$ cat config.mk
export PLATFORM = sky130hd
export DESIGN_NAME = editor_campo_rtc
export DESIGN_NICKNAME = d
export VERILOG_FILES = /design/src/rtl/editor_campo_rtc.sv
export SDC_FILE = /design/constraint.sdc
export NUM_CORES = 1
export LEC_CHECK = 0
export ABC_AREA = 1
export CORE_MARGIN = 5
export CORE_UTILIZATION = 45
export DETAILED_ROUTE_END_ITERATION = 16
export PLACE_DENSITY = 0.7
export SYNTH_ARGS = -nofsm -noshare
export SYNTH_HDL_FRONTEND = slang
export SYNTH_SLANG_ARGS = --single-unit
export TNS_END_PERCENT = 5
$ cat constraint.sdc
create_clock -name clk -period 4.7 [get_ports clk]
set_clock_uncertainty 0.1 [all_clocks]
set_input_delay 0.47 -clock clk [delete_from_list [all_inputs] [get_ports clk]]
set_output_delay 0.47 -clock clk [all_outputs]
set_load 0.005 [all_outputs]
$ cat src/rtl/editor_campo_rtc.sv
// Editable RTC time/date field: loads a BCD value, steps it with pushbuttons, commits one BCD byte with a write strobe.
// Optional AUTOREPEAT_EN adds hold-to-repeat stepping; the default build steps on rising edges only.
module editor_campo_rtc #(
  parameter logic [15:0] MIN1_MASK  = 16'h0030
`ifdef AUTOREPEAT_EN
  , parameter logic [23:0] REPEAT_DLY = 24'd5_000_000
  , parameter logic [23:0] REPEAT_PER = 24'd1_000_000
`endif
) (
  input  logic       clk,
  input  logic       reset,
  input  logic       Num_Ld,
  input  logic       Wr_reg,
  input  logic [3:0] sel_reg_W,
  input  logic [6:0] Cont_max,
  input  logic       PB_up,
  input  logic       PB_down,
  input  logic [7:0] dato_rd,
  output logic [7:0] dato_W,
  output logic [3:0] dir_W,
  output logic       wr_strobe,
  output logic       editando
);

  typedef enum logic [1:0] {IDLE, EDIT, COMMIT} state_t;

  state_t     state_q;
  logic [6:0] val_q;
  logic [3:0] dir_q;
  logic       wr_strobe_q;
  logic       editando_q;
  logic       up_q;
  logic       down_q;

  logic [7:0] ld_raw_d;
  logic [6:0] ld_min_d;
  logic [6:0] ld_val_d;
  logic [6:0] cur_min_d;
  logic [6:0] val_inc_d;
  logic [6:0] val_dec_d;
  logic       rep_fire_d;
  logic       step_up_d;
  logic       step_dn_d;

`ifdef AUTOREPEAT_EN
  logic [23:0] hold_q;

  assign rep_fire_d = (state_q == EDIT) && (PB_up ^ PB_down) && (hold_q == REPEAT_DLY - 24'd1);
`else
  assign rep_fire_d = 1'b0;
`endif

  always_comb begin
    ld_raw_d  = {4'h0, dato_rd[7:4]} * 8'd10 + {4'h0, dato_rd[3:0]};
    ld_min_d  = {6'd0, MIN1_MASK[sel_reg_W]};
    // Out-of-range reads (including a smaller Cont_max) fall back to the field minimum.
    ld_val_d  = (ld_raw_d > {1'b0, Cont_max} || ld_raw_d < {1'b0, ld_min_d}) ? ld_min_d : ld_raw_d[6:0];
    cur_min_d = {6'd0, MIN1_MASK[dir_q]};
    val_inc_d = (val_q >= Cont_max) ? cur_min_d : val_q + 7'd1;
    val_dec_d = (val_q <= cur_min_d || val_q > Cont_max) ? Cont_max : val_q - 7'd1;
    step_up_d = (PB_up & ~up_q) | (rep_fire_d & PB_up);
    step_dn_d = (PB_down & ~down_q) | (rep_fire_d & PB_down);
  end

  always_ff @(posedge clk) begin
    if (reset) begin
      state_q     <= IDLE;
      val_q       <= 7'd0;
      dir_q       <= 4'd0;
      wr_strobe_q <= 1'b0;
      editando_q  <= 1'b0;
      up_q        <= 1'b0;
      down_q      <= 1'b0;
`ifdef AUTOREPEAT_EN
      hold_q      <= 24'd0;
`endif
    end else begin
      up_q        <= PB_up;
      down_q      <= PB_down;
      wr_strobe_q <= 1'b0;
      case (state_q)
        IDLE: begin
          if (Num_Ld) begin
            val_q      <= ld_val_d;
            dir_q      <= sel_reg_W;
            state_q    <= EDIT;
            editando_q <= 1'b1;
          end
        end
        EDIT: begin
          if (Num_Ld) begin
            val_q <= ld_val_d;
            dir_q <= sel_reg_W;
          end else if (Wr_reg) begin
            state_q     <= COMMIT;
            wr_strobe_q <= 1'b1;
            editando_q  <= 1'b0;
          end else if (step_up_d && !step_dn_d) begin
            val_q <= val_inc_d;
          end else if (step_dn_d && !step_up_d) begin
            val_q <= val_dec_d;
          end
        end
        COMMIT: begin
          state_q <= IDLE;
        end
        default: begin
          state_q    <= IDLE;
          editando_q <= 1'b0;
        end
      endcase
`ifdef AUTOREPEAT_EN
      // Reloading to DLY-PER makes every later repeat land PER cycles after the previous one.
      if (state_q == EDIT && (PB_up ^ PB_down)) begin
        if (hold_q == REPEAT_DLY - 24'd1) hold_q <= REPEAT_DLY - REPEAT_PER;
        else                              hold_q <= hold_q + 24'd1;
      end else begin
        hold_q <= 24'd0;
      end
`endif
    end
  end

  assign dato_W    = {4'(val_q / 7'd10), 4'(val_q % 7'd10)};
  assign dir_W     = dir_q;
  assign wr_strobe = wr_strobe_q;
  assign editando  = editando_q;

endmodule

==> qor.csv <==
metric;value;unit
critical path class;primary input to register;
TritonCTS Buffers;3;
share of layout cells above drive strength 1;7.200;%
Post-Syn Instances;339;
share of Yosys cell area claimed by the top area cell type;16.78;%
first-pass detailed-route iteration total;4;
number of port buffers;38;
CTS tree;done;
Pwr Total;743.9;µW
combinational share of power;60.6;%
grt total ovfl;0;
initial antenna violation count;0;
Top delay family on crit path;adder cells;
cell internal pwr;424.6;µW
Area Overhead vs Synth;21.21;%
largest net degree at the start of global routing;13;
commonest cells after routing, fill and taps aside;nand2_1 (78), inv_1 (48), clkdlybuf4s50_1 (38);
worst path cell trace;clkdlybuf4s50_1 > ha_1 > ha_1 > fa_1 > nand3_1 > nand2_1 > inv_1 > ha_1 > nand2_1 > inv_1 > nand2_1 > nand3_1 > nand2_1 > nand2_1 > nand2_1 > nand3_2 > o21ai_1 > nand3_1 > a21oi_1;
Rows;25;
f_max;285.8;MHz
Yosys top cell by area;dfxtp_1;
fraction of power consumed by sequential logic;25.5;%
Buf/Inv on CP;3;
Synth area leaders;dfxtp_1 (17%), ha_1 (16%), nand2_1 (14%), inv_1 (8.4%), nand3_1 (8.2%);
gr usage total;17.91;%
Avg WL per Cell;12.37;µm
Clock Power Share;13.9;%
final setup violation count;0;
vias;2217;
Max Root-Sink Buffers;2;
worst skew pair latency;0.25;ns
Residual DRC;0;
die width;79.08;µm
ys async rst share;0;%
crit path max-delay cell type;fa_1;
CTS Hold Buffers Added;0;
status;completed;
Critical Path Sink Type;register;
max_cap viols;0;
synth warn;0;
io pins;39;
Final Routed Wirelength;5306;µm
Avg Cell Area, Syn;6.334;µm²
DRT antenna net count;0;
CP Max Fanout;6;
synth unique cells;35;
nets;431;
crit share post-route;74.46;%
Worst EP required;4.77;ns
final number of max-transition violations;0;
post-layout minimum cycle time;3.500;ns
root buf cell;clkbuf_8;
Post-Syn Area;0.002147;mm²
global-route wire length before repair;9232;µm
vias per inst;5.168;
Seq/Total Area, Yosys;16.78;%
startpoint types;primary input;
Slew headroom;57.54;%
initial core utilization;45.76;%
Post-synth EDFFs;0;
Crit path arrival time;3.57;ns
syn_nets;393;
vias in the first global route;2155;
setup TNS;0;ns
Hold Vio Cnt, Final;0;
Post-CTS Resized;0;
Synth Flop Type;dfxtp_1;
pwr dens;285.9;mW/mm²
Fillers;500;
ant diodes;0;
Switching Fraction;42.92;%
most common cell after layout, fill and taps aside;nand2_1;
HP Class;register to register;
Worst-path clk slew;0.06;ns
net load switching power;319.3;µW
gp weighted congestion;0.8937;
Post-CTS Setup Bufs;0;
Die Y;79.08;µm
max incr delay on CP;0.54;ns
die area;0.006253;mm²
DP HPWL;4477;µm
unrepaired setup endpoints after global routing;false;
core footprint;0.004692;mm²
clock sinks;18;
CTS H-Tree Depth;1;
Worst-Margin Slew;0.6363;ns
CP most frequent cell;nand2_1;
DRT iter0 DRCs;134;
count of state elements after synthesis;18;
Peak VDD IR;0.2026;mV
P_leak;0.001306;µW
final timing paths:
path | startpoint | to | slack (ns) | cells after the start
worst min register to register | editando | editando | 0.38 | 2
worst max-delay path | dato_rd[5] | val_q[2] | 1.20 | 19
worst max register to register | val_q[0] | val_q[6] | 2.17 | 8
worst min-delay path | editando | editando | 0.38 | 2
logic make-up after synthesis:
family                   share of synthesized area [%]
flip-flops                                       16.78
adder cells (fa/ha/maj)                          17.60
AO/OA/AOI/OAI                                    11.42
XOR/XNOR                                         4.488
buffers and inverters                            10.84
AND/OR/NAND/NOR                                  38.87
layout make-up:
class	count	area, µm²	area share, %
multi-input combinational	263	1554	59.71
timing repair buffer	38	380.4	14.62
sequential	18	360.3	13.85
inverter	53	198.9	7.644
tap	54	67.56	2.596
clock buffer	3	41.29	1.587
through the flow:
step	hold slack (ns)	area [µm²]	std cells	util (%)	worst slack, ns
3_5_place_dp	0.3727	2561	426	54.59	0.9353
3_3_place_gp	0.3695	2561	426	54.59	1.052
5_1_grt	0.3997	2603	429	55.47	0.8897
4_1_cts	0.3841	2603	429	55.47	1.190
2_1_floorplan	0.3636	2147	339	-	1.720
6_report	0.3840	2603	429	55.47	1.200
synth_stat cells (2+ instances only):
cell and number:
o21ai_0 14, nand3_2 3, xnor2_1 3, nand2_4 2, buf_4 2, nand2_1 78
nand4_1 5, inv_1 48, nor3_1 2, xor2_1 8, a21oi_1 17, fa_1 2
dfxtp_1 18, inv_2 4, ha_1 27, nand2_2 9, nor2_2 2, nand3b_1 4
nand3_1 35, clkbuf_1 2, o21ai_1 6, nor2_1 35
worst register-to-register path, delay by kind of cell (launching register included):
family	cells	cell delay, ns
AOI/OAI and AO/OA	3	0.92
DFF	1	0.49
and+or+nand+nor	3	0.36
adders and majority gates	1	0.34
buffers and inverters	1	0.21
power groups by stage:
stage | clock, µW | sequential (µW) | combinational, µW
6_report | 103 | 190 | 451
5_1_grt | 115 | 192 | 517
4_1_cts | 106 | 189 | 454
3_5_place_dp | 0 | 193 | 452
3_3_place_gp | 0 | 192 | 445
2_1_floorplan | 0 | 181 | 313
state kept, by name, summed over array words and instances (netlist names):
register / flops
cur_min_d: 1
up_q: 1
wr_strobe: 1
val_q: 7
editando: 1
state_q: 2
down_q: 1
dir_W: 4
layer usage:
metal | wire (µm) | vias up | GRT usage (%)
li1 | - | 1172 | -
met1 | 2549 | 1000 | 23.09
met2 | 2571 | 39 | 32.07
met3 | 137 | 6 | 1.587
met4 | 47 | 0 | 4.296
met5 | 0 | - | 0
(Power assumes the default switching activity.)
